[src/rtl/scroll_latch_writer.sv]
// scroll_latch_writer: replays per-layer 9-bit scroll offsets into the
// CUS42/CUS43 scroll latches once per frame, on the rising edge of VBLANK.
// Each offset goes out as two byte writes (low, then high), each framed as
// SETUP -> STROBE (LATCH high) -> HOLD, so A/D never move while LATCH is high.
module scroll_latch_writer #(
  parameter int LAYERS        = 2,  // 1..4
  parameter int SETUP_CYCLES  = 1,  // >= 1
  parameter int STROBE_CYCLES = 1,  // >= 1
  parameter int STEP          = 1   // per-frame auto-increment, modulo 512
) (
  input  logic       CLK_6M,
  input  logic       RST_N,
  input  logic       VBLANK,
  input  logic       EN,
  input  logic       AUTO_INC,
  input  logic       HOST_WE,
  input  logic [1:0] HOST_SEL,
  input  logic [8:0] HOST_OFS,
  output logic [2:0] A,
  output logic [7:0] D,
  output logic       LATCH,
  output logic       BUSY,
  output logic       DONE,
  output logic       OVERRUN
);

  localparam int CNT_MAX = (SETUP_CYCLES > STROBE_CYCLES) ? SETUP_CYCLES : STROBE_CYCLES;
  localparam int CNT_W   = (CNT_MAX > 1) ? $clog2(CNT_MAX) : 1;

  localparam logic [CNT_W-1:0] SETUP_LAST  = CNT_W'(SETUP_CYCLES - 1);
  localparam logic [CNT_W-1:0] STROBE_LAST = CNT_W'(STROBE_CYCLES - 1);
  localparam logic [2:0]       LAST_WR     = 3'(2 * LAYERS - 1);
  localparam logic [8:0]       STEP9       = 9'(STEP % 512);

  typedef enum logic [2:0] {
    S_IDLE,
    S_LOAD,
    S_SETUP,
    S_STROBE,
    S_HOLD,
    S_DONE
  } state_t;

  state_t           state_reg, state_next;
  logic [CNT_W-1:0] cnt_reg, cnt_next;
  logic [2:0]       wr_reg, wr_next;      // write index; equals the A value of that write
  logic             dirty_reg, dirty_next;
  logic             overrun_next;
  logic [2:0]       a_next;
  logic [7:0]       d_next;
  logic             vb_s1_reg, vb_s2_reg, trig_reg;
  logic             host_valid;

  // Arrays are sized for the maximum of four layers; layers >= LAYERS stay zero.
  logic [8:0] ofs_reg  [4];
  logic [8:0] ofs_next [4];
  logic [8:0] snap_reg [4];

  // Low byte carries bits [7:0]; high byte carries only bit 8 in its LSB.
  function automatic logic [7:0] byte_of(input logic hi, input logic [8:0] v);
    return hi ? {7'b0, v[8]} : v[7:0];
  endfunction

  assign host_valid = HOST_WE && (int'(HOST_SEL) < LAYERS);

  // Two-flop VBLANK synchronizer plus a registered rising-edge trigger.
  always_ff @(posedge CLK_6M or negedge RST_N) begin
    if (!RST_N) begin
      vb_s1_reg <= 1'b0;
      vb_s2_reg <= 1'b0;
      trig_reg  <= 1'b0;
    end else begin
      vb_s1_reg <= VBLANK;
      vb_s2_reg <= vb_s1_reg;
      trig_reg  <= vb_s1_reg & ~vb_s2_reg;
    end
  end

  // Shadow update: a host write to a layer beats the LOAD auto-increment.
  always_comb begin
    for (int i = 0; i < 4; i++) begin
      ofs_next[i] = ofs_reg[i];
      if (i < LAYERS) begin
        if (host_valid && (HOST_SEL == 2'(i))) begin
          ofs_next[i] = HOST_OFS;
        end else if ((state_reg == S_LOAD) && AUTO_INC) begin
          ofs_next[i] = ofs_reg[i] + STEP9;
        end
      end
    end
  end

  // Next-state logic; A/D only change when entering SETUP or DONE.
  always_comb begin
    state_next   = state_reg;
    cnt_next     = cnt_reg;
    wr_next      = wr_reg;
    a_next       = A;
    d_next       = D;
    dirty_next   = dirty_reg | host_valid;
    overrun_next = OVERRUN | (trig_reg && (state_reg != S_IDLE));

    case (state_reg)
      S_IDLE: begin
        if (trig_reg && (EN || dirty_reg || AUTO_INC)) begin
          state_next = S_LOAD;
        end
      end
      S_LOAD: begin
        // Snapshot is taken now; a host write landing in this cycle stays pending.
        dirty_next = host_valid;
        state_next = S_SETUP;
        cnt_next   = '0;
        wr_next    = 3'd0;
        a_next     = 3'd0;
        d_next     = byte_of(1'b0, ofs_next[0]);
      end
      S_SETUP: begin
        if (cnt_reg == SETUP_LAST) begin
          state_next = S_STROBE;
          cnt_next   = '0;
        end else begin
          cnt_next = cnt_reg + 1'b1;
        end
      end
      S_STROBE: begin
        if (cnt_reg == STROBE_LAST) begin
          state_next = S_HOLD;
        end else begin
          cnt_next = cnt_reg + 1'b1;
        end
      end
      S_HOLD: begin
        if (wr_reg == LAST_WR) begin
          state_next = S_DONE;
          a_next     = 3'd0;
          d_next     = 8'd0;
        end else begin
          state_next = S_SETUP;
          cnt_next   = '0;
          wr_next    = wr_reg + 3'd1;
          a_next     = wr_next;
          d_next     = byte_of(wr_next[0], snap_reg[wr_next[2:1]]);
        end
      end
      S_DONE: begin
        state_next = S_IDLE;
      end
      default: begin
        state_next = S_IDLE;
      end
    endcase
  end

  // State, shadows, snapshot and registered outputs.
  always_ff @(posedge CLK_6M or negedge RST_N) begin
    if (!RST_N) begin
      state_reg <= S_IDLE;
      cnt_reg   <= '0;
      wr_reg    <= 3'd0;
      dirty_reg <= 1'b0;
      A         <= 3'd0;
      D         <= 8'd0;
      LATCH     <= 1'b0;
      BUSY      <= 1'b0;
      DONE      <= 1'b0;
      OVERRUN   <= 1'b0;
      for (int i = 0; i < 4; i++) begin
        ofs_reg[i]  <= 9'd0;
        snap_reg[i] <= 9'd0;
      end
    end else begin
      state_reg <= state_next;
      cnt_reg   <= cnt_next;
      wr_reg    <= wr_next;
      dirty_reg <= dirty_next;
      A         <= a_next;
      D         <= d_next;
      LATCH     <= (state_next == S_STROBE);
      BUSY      <= (state_next != S_IDLE);
      DONE      <= (state_next == S_DONE);
      OVERRUN   <= overrun_next;
      for (int i = 0; i < 4; i++) begin
        ofs_reg[i] <= ofs_next[i];
        if (state_reg == S_LOAD) begin
          snap_reg[i] <= ofs_next[i];
        end
      end
    end
  end

endmodule

[config.mk]
export PLATFORM = sky130hd
export DESIGN_NAME = scroll_latch_writer
export DESIGN_NICKNAME = d
export VERILOG_FILES = /design/src/rtl/scroll_latch_writer.sv
export SDC_FILE = /design/constraint.sdc
export NUM_CORES = 1
export LEC_CHECK = 0
export ABC_AREA = 0
export CORE_AREA = 2 2 107 109
export CTS_CLUSTER_DIAMETER = 100
export DETAILED_ROUTE_END_ITERATION = 6
export DIE_AREA = 0 0 109 111
export GPL_ROUTABILITY_DRIVEN = 0
export PLACE_DENSITY_LB_ADDON = 0.25
export SLEW_MARGIN = 20
export SYNTH_ARGS = -nofsm -noshare
export SYNTH_HDL_FRONTEND = slang
export SYNTH_SLANG_ARGS = --single-unit
[constraint.sdc]
create_clock -name CLK_6M -period 2 [get_ports CLK_6M]
set_input_delay 0.4 -clock CLK_6M [delete_from_list [all_inputs] [get_ports CLK_6M]]
set_output_delay 0.4 -clock CLK_6M [all_outputs]
set_load 0.005 [all_outputs]
==> reports/metrics.csv, run 1 <==
stage;metric;value;unit
outcome;status;finished, final reports clean;
detailed_routing;DRC;0;
worst_setup_path;Critical Path Fanout Max;7;
worst_setup_path;crit start category;flop;
cts;CTS root buf;clkbuf_16;
yosys;count of flip-flops with a built-in enable after synthesis;0;
worst_hold_path;HP Class;input port to asynchronous set/reset pin;
cts;Worst-Skew Late Latency;330;ps
pwr;combinational share of power;40.7;%
placed_design;worst slack at placement;-320;ps
pwr;Pwr Density;1510;mW/mm^2
worst_setup_path;path type of the worst setup path;flop to flop;
yosys;Yosys reg bits;61;
worst_setup_path;Worst EP arrival;2170;ps
floorplan;chip width;109;um
worst_setup_path;Reg2Reg Depth;5;
cells_and_area;Filler cells;1114;
grt;first-pass GRT wire length;13100;um
worst_setup_path;R2R setup slack;100;ps
sta;skew final;6.94;ps
detailed_routing;Via Count;2521;
sta;Slew HR;70.0;%
pwr;Seq pwr share;34.9;%
placed_design;count of input and output buffers;31;
pwr;overall power;6.09;mW
grt;All-Layer GR Usage;14.3;%
pwr;P_int;3.98;mW
flow_run;Max-Cap Viols;0;
placed_design;hpwl dp;5630;um
detailed_routing;Via density;4.96;
floorplan;Die Ht;111;um
yosys;xor/xnor share of the synthesized area;1.99;%
pwr;Leak;1.70;nW
grt;number of global-route vias before repair;2447;
yosys;share of the synthesized area in the top cell type;49.5;%
yosys;Yosys top cell by area;dfrtp_1;
sta;final period utilization;95.2;%
worst_setup_path;crit path to;ofs_reg[26];
floorplan;Starting Density;27.8;%
grt;GR Util met2;20.7;%
grt;GRT overflow;0;
floorplan;CORE AREA;0.0111;mm^2
cts;Clock Pin Slew Worst Setup and Hold Paths;50;ps
cts;Max clock buf depth;2;
yosys;sequential share of the synthesized area;49.5;%
cells_and_area;final net count;385;
pwr;net switching power;2.10;mW
placed_design;Inst Count DP;492;
worst_setup_path;worst setup path start;state_reg[1];
yosys;Adder-Cell Fraction of Synth Area;2.43;%
worst_setup_path;Worst R2R End;ofs_reg[26];
floorplan;IO Pins;32;
floorplan;Std-Cell Rows;39;
worst_setup_path;worst r2r src;state_reg[1];
cts;clock tree from TritonCTS;built;
yosys;Mapped Cells;308;
cells_and_area;share of cells above drive strength 1;18.9;%
pwr;part of the power in the clock network;24.4;%
sta;Final WS setup;96.1;ps
cts;total CTS buffers;9;
sta;final max-slew violation count;0;
worst_setup_path;critical path capture point type;flop;
sta;RSZ-0062 raised after global routing;no;
sta;final setup fails;0;
yosys;Mapped Area;0.00308;mm^2
yosys;top cells by area, synth;dfrtp_1 49%, o21ai_0 3.7%, mux2_2 3.7%;
cells_and_area;Layout area overhead;30.8;%
worst_setup_path;Critical Path RT;2270;ps
detailed_routing;initial DRC count;123;
cells_and_area;Final Non-Filler Cells;508;
grt;GR Layer Usage met3;2.76;%
sta;minimum clock period;1900;ps
yosys;Ys Warns;0;
floorplan;die area;0.0121;mm^2
grt;initial antenna violation count;0;
yosys;post-synthesis compound-gate area fraction;16.3;%
pwr;Sw Ratio;34.6;%
cells_and_area;register area;0.00153;mm^2
cts;number of H-tree levels;3;
sta;Final Hold Vio Count;0;
yosys;syn_nets;331;
detailed_routing;Total Wirelength;7840;um
yosys;syn avg cell area;10.0;um^2
grt;grt met1 use;20.0;%
cells_and_area;Multi-input gate area;0.00143;mm^2
yosys;Async S/R FF share, synth;100;%
cts;# hold bufs at CTS;0;
detailed_routing;Routed WL per cell;15.4;um
detailed_routing;Routed Antenna Nets;0;
cells_and_area;fin util;36.4;%
yosys;ys flop type;dfrtp_1;
sta;Worst-Margin Slew;450;ps
pwr;VDD IR-drop max;0.491;mV
sta;Fmax;0.525;GHz
yosys;post-synthesis mux area share;5.03;%
grt;largest net degree at the start of global routing;62;
grt;grt peak-use layer;met2;
cts;Sink Count;61;
yosys;Cell variety after synth;48;
sta;Final TNS setup;0;ps
detailed_routing;DRT Pass-1 Iters;4;
yosys;main combinational cell family by area after synthesis;simple AND/OR/NAND/NOR gates;
yosys;simple-gate share of the synthesized area;20.3;%
cells_and_area;n_diodes;0;
## kinds of logic (layout without fill, tap and decap cells)
kind of cell	Yosys count	after routing
AND/OR/NAND/NOR	115	115
AO/OA/AOI/OAI	75	75
buffers and inverters	31	88
multiplexers	13	13
flip-flops	61	61
adder cells (fa/ha/maj)	6	6
XOR/XNOR	7	7
## cell usage in the layout, fill, tap and decap left out, types with 3 or more instances in the layout
cell / instances
o31ai_1: 6
nor2b_1: 4
ha_1: 6
nand4_1: 8
nor3_1: 5
a221o_1: 5
clkbuf_16: 9
or4_1: 3
or3b_2: 3
xnor2_1: 6
dfrtp_1: 61
nor2_1: 21
inv_1: 11
a211oi_1: 3
nand3_1: 14
clkbuf_8: 4
a21o_1: 4
a21oi_1: 9
or3_1: 8
nand2_1: 30
o21ai_0: 23
clkdlybuf4s50_1: 29
buf_4: 30
mux2_2: 10
a31oi_1: 3
a31o_2: 3
a22oi_1: 10
## worst min-delay path by stage
stage               from         to  slack [ps]
6_report           RST_N       A[1]          60
5_1_grt            RST_N      LATCH          90
4_1_cts            RST_N       A[2]          90
3_5_place_dp   vb_s1_reg  vb_s2_reg         360
3_3_place_gp   vb_s1_reg  vb_s2_reg         350
2_1_floorplan      RST_N       A[0]         100
## cell usage after synthesis, types with 3 or more instances
| master | instances |
|---|---|
| ha_1 | 6 |
| nor2_1 | 22 |
| o21ai_0 | 23 |
| a21oi_1 | 9 |
| a211oi_1 | 3 |
| a221o_1 | 5 |
| a31oi_1 | 3 |
| inv_1 | 11 |
| nand4_1 | 8 |
| a22oi_1 | 10 |
| a31o_2 | 3 |
| nand2_1 | 30 |
| nor3_1 | 5 |
| nor2b_1 | 4 |
| o31ai_1 | 6 |
| clkbuf_1 | 12 |
| dfrtp_1 | 61 |
| or4_1 | 3 |
| or3_1 | 8 |
| nand3_1 | 14 |
| or3b_2 | 3 |
| a21o_1 | 4 |
| mux2_2 | 10 |
| xnor2_1 | 6 |
| buf_2 | 4 |
## stage by stage
stage	hold WS, ps	instance area [um^2]
detailed placement	360	3720
finish	60.3	4030
floorplan	104	3080
global route	89.0	4030
CTS	85.5	4010
global placement	352	3720
## worst max-delay path, cell delays in order, from the launching register on
cell,delay (ps)
dfrtp_1,400
nand4bb_4,300
buf_4,190
or4_4,530
or3_1,340
nand3_1,90
## power by group through the flow
stage                     logic, mW  clock network (mW)  registers [mW]
after global placement         2.44                   0            2.12
after global routing           2.78                1.59            2.20
after floorplan                1.63                   0            2.02
after detailed placement       2.47                   0            2.14
after CTS                      2.48                1.52            2.12
final                          2.48                1.49            2.12
## layout make-up
type	instances	share of cell area, %
flip-flops and latches	61	37.9
multi-input cells	216	35.4
repair buffers	63	14.2
clock buffers	13	6.95
well taps	143	4.44
inverters	11	1.02
clock inverters	1	0.124
## per-layer routing
layer / part of all wire (%) / up-vias
met3: 3.3 / 7
met2: 47 / 46
met4: 1.5 / 0
li1: - / 1224
met5: 0 / -
met1: 48 / 1244
## what timing repair did
item,CTS,global route
endpoints found under the setup margin,0,7
setup buffers,0,2
gates resized for setup,0,3
No activity file was read; power rests on OpenSTA's default activity.
==> run 2: changes to the inputs <==
--- a/config.mk
+++ b/config.mk
@@ -6,10 +6,10 @@
 export NUM_CORES = 1
 export LEC_CHECK = 0
 export ABC_AREA = 0
-export CORE_AREA = 2 2 107 109
+export CORE_AREA = 2 2 90 92
 export CTS_CLUSTER_DIAMETER = 100
 export DETAILED_ROUTE_END_ITERATION = 6
-export DIE_AREA = 0 0 109 111
+export DIE_AREA = 0 0 92 94
 export GPL_ROUTABILITY_DRIVEN = 0
 export PLACE_DENSITY_LB_ADDON = 0.25
 export SLEW_MARGIN = 20
==> constraint.sdc (replaced) <==
create_clock -name CLK_6M -period 2.4 [get_ports CLK_6M]
set_input_delay 0.48 -clock CLK_6M [delete_from_list [all_inputs] [get_ports CLK_6M]]
set_output_delay 0.48 -clock CLK_6M [all_outputs]
set_load 0.005 [all_outputs]
==> run 2 against run 1 <==
Effect of this change: worst hold slack improved by 72 ps; routed wire length fell by 9.9%; global-route usage grew 3.9 points; non-clock buffer count fell by 12; clock power shrank 25%.
==> reports/metrics.csv, run 2 (synthesis gave the netlist of run 1 again) <==
stage;metric;value;unit;change
cts;CTS root buf;clkbuf_8;;was clkbuf_16
sta;final period utilization;85.1;%;was 95.2%
worst_hold_path;HP Class;input port to asynchronous set/reset pin;;unchanged
pwr;Leak;1.61;nW;was 1.70 nW
detailed_routing;Via density;5.44;;was 4.96
floorplan;Std-Cell Rows;32;;was 39
floorplan;chip width;92;um;was 109 um
cts;clock tree from TritonCTS;built;;unchanged
cells_and_area;most common cell after layout, fill and taps aside;dfrtp_1;;unchanged
sta;Slew HR;48.7;%;was 70.0%
sta;skew final;11.1;ps;was 6.94 ps
grt;largest net degree at the start of global routing;62;;unchanged
cts;post-CTS setup buffer count;0;;unchanged
sta;RSZ-0062 raised after global routing;no;;unchanged
grt;GRT overflow;0;;unchanged
grt;number of global-route vias before repair;2402;;was 2447
sta;Final Hold Vio Count;0;;unchanged
cts;Sink Count;61;;unchanged
cts;Clock Pin Slew Worst Setup and Hold Paths;70;ps;was 50 ps
grt;GR Util met2;26.4;%;was 20.7%
sta;final max-slew violation count;0;;unchanged
grt;grt peak-use layer;met2;;unchanged
cells_and_area;share of cells above drive strength 1;15.5;%;was 18.9%
detailed_routing;initial DRC count;135;;was 123
cts;Worst-Skew Late Latency;350;ps;was 330 ps
grt;initial antenna violation count;0;;unchanged
detailed_routing;Routed WL per cell;15.5;um;was 15.4 um
worst_setup_path;CP peak stage delay;650;ps;was 530 ps
floorplan;Die Ht;94;um;was 111 um
worst_setup_path;Worst EP arrival;2310;ps;was 2170 ps
outcome;status;finished, final reports clean;;unchanged
cells_and_area;Final Non-Filler Cells;457;;was 508
sta;Fmax;0.490;GHz;was 0.525 GHz
cells_and_area;Filler cells;729;;was 1114
worst_setup_path;crit start category;flop;;unchanged
pwr;overall power;4.84;mW;was 6.09 mW
cells_and_area;fin util;50.3;%;was 36.4%
floorplan;Starting Density;40.5;%;was 27.8%
worst_setup_path;Critical Path Fanout Max;17;;was 7
cells_and_area;Layout area overhead;24.0;%;was 30.8%
grt;All-Layer GR Usage;18.2;%;was 14.3%
placed_design;dpl cell area;0.00358;mm^2;was 0.00372 mm^2
cells_and_area;fin area;0.00382;mm^2;was 0.00403 mm^2
cells_and_area;register area;0.00153;mm^2;unchanged
floorplan;IO Pins;32;;unchanged
floorplan;die area;0.00865;mm^2;was 0.0121 mm^2
sta;minimum clock period;2040;ps;was 1900 ps
cells_and_area;most frequent cells in the layout;61 x dfrtp_1, 30 x nand2_1, 30 x clkdlybuf4s50_1, 23 x o21ai_0, 22 x nor2_1;;was 61 x dfrtp_1, 30 x nand2_1, 30 x buf_4, 29 x clkdlybuf4s50_1, 23 x o21ai_0
cells_and_area;Multi-input gate area;0.00142;mm^2;was 0.00143 mm^2
placed_design;count of input and output buffers;31;;unchanged
grt;first-pass GRT wire length;12100;um;was 13100 um
flow_run;Max-Cap Viols;0;;unchanged
sta;Worst-Margin Slew;768;ps;was 450 ps
floorplan;CORE AREA;0.00761;mm^2;was 0.0111 mm^2
cts;Max clock buf depth;2;;unchanged
cells_and_area;n_diodes;0;;unchanged
worst_setup_path;critical path capture point type;flop;;unchanged
cells_and_area;final net count;373;;was 385
pwr;Pwr Density;1270;mW/mm^2;was 1510 mW/mm^2
sta;Final TNS setup;0;ps;unchanged
worst_setup_path;path type of the worst setup path;flop to flop;;unchanged
detailed_routing;DRT Pass-1 Iters;4;;unchanged
grt;grt met1 use;26.0;%;was 20.0%
grt;GR Layer Usage met3;4.09;%;was 2.76%
cts;number of H-tree levels;3;;unchanged
placed_design;hpwl dp;5040;um;was 5630 um
pwr;VDD IR-drop max;0.376;mV;was 0.491 mV
detailed_routing;DRC;0;;unchanged
detailed_routing;Via Count;2484;;was 2521
cts;total CTS buffers;9;;unchanged
sta;final setup fails;0;;unchanged
cts;cts repair resizes;0;;unchanged
worst_setup_path;Critical Path RT;2670;ps;was 2270 ps
worst_setup_path;CP cell instances;or3b_2 -> buf_4 -> a211oi_1 -> a221o_1;;was nand4bb_4 -> buf_4 -> or4_4 -> or3_1 -> nand3_1
detailed_routing;Total Wirelength;7060;um;was 7840 um
detailed_routing;Routed Antenna Nets;0;;unchanged
placed_design;Inst Count DP;441;;was 492
worst_setup_path;slowest CP cell;or3b_2;;was or4_4
cts;# hold bufs at CTS;0;;unchanged
[run 2: layer usage]
layer,share of wire (%),vias up
li1,-,1215
met1,49,1211
met2,44,48
met3,4.2,10
met4,1.9,0
met5,0,-
[run 2: worst paths after layout]
check	from	endpoint	slack (ps)	cells past startpoint
min in group CLK_6M	vb_s1_reg	vb_s2_reg	370	0
min	RST_N	A[1]	130	2
max in group asynchronous	RST_N	D[6]	1990	2
max reg2reg	state_reg[0]	D[0]	360	4
max	state_reg[0]	D[0]	360	4
min reg2reg	vb_s1_reg	vb_s2_reg	370	0
[run 2: cell type report]
| cell class | count | area share, % |
|---|---|---|
| flip-flops and latches | 61 | 39.9 |
| multi-input cells | 216 | 37.2 |
| repair buffers | 51 | 12.2 |
| clock buffers | 12 | 3.79 |
| well taps | 102 | 3.34 |
| clock inverters | 4 | 2.49 |
| inverters | 11 | 1.08 |
[run 2: metrics by stage]
step	hold slack, ps	setup slack, ps
6_report	133	357
5_1_grt	155	228
4_1_cts	141	359
3_5_place_dp	351	28.2
3_3_place_gp	356	54.9
2_1_floorplan	184	414
[run 2: power breakdown]
group | switching [mW] | internal, mW | total, mW | leakage, nW
registers | 0.357 | 1.45 | 1.80 | 0.735
clock network | 0.404 | 0.718 | 1.12 | 0.121
logic | 0.917 | 1.00 | 1.92 | 0.758
total | 1.68 | 3.16 | 4.84 | 1.61
[run 2: worst max-delay path, delay by kind of cell (launching register included)]
family	cells	cell delay, ps
simple gates	1	650
compound gates	2	450
flops	1	580
buf+inv	1	260
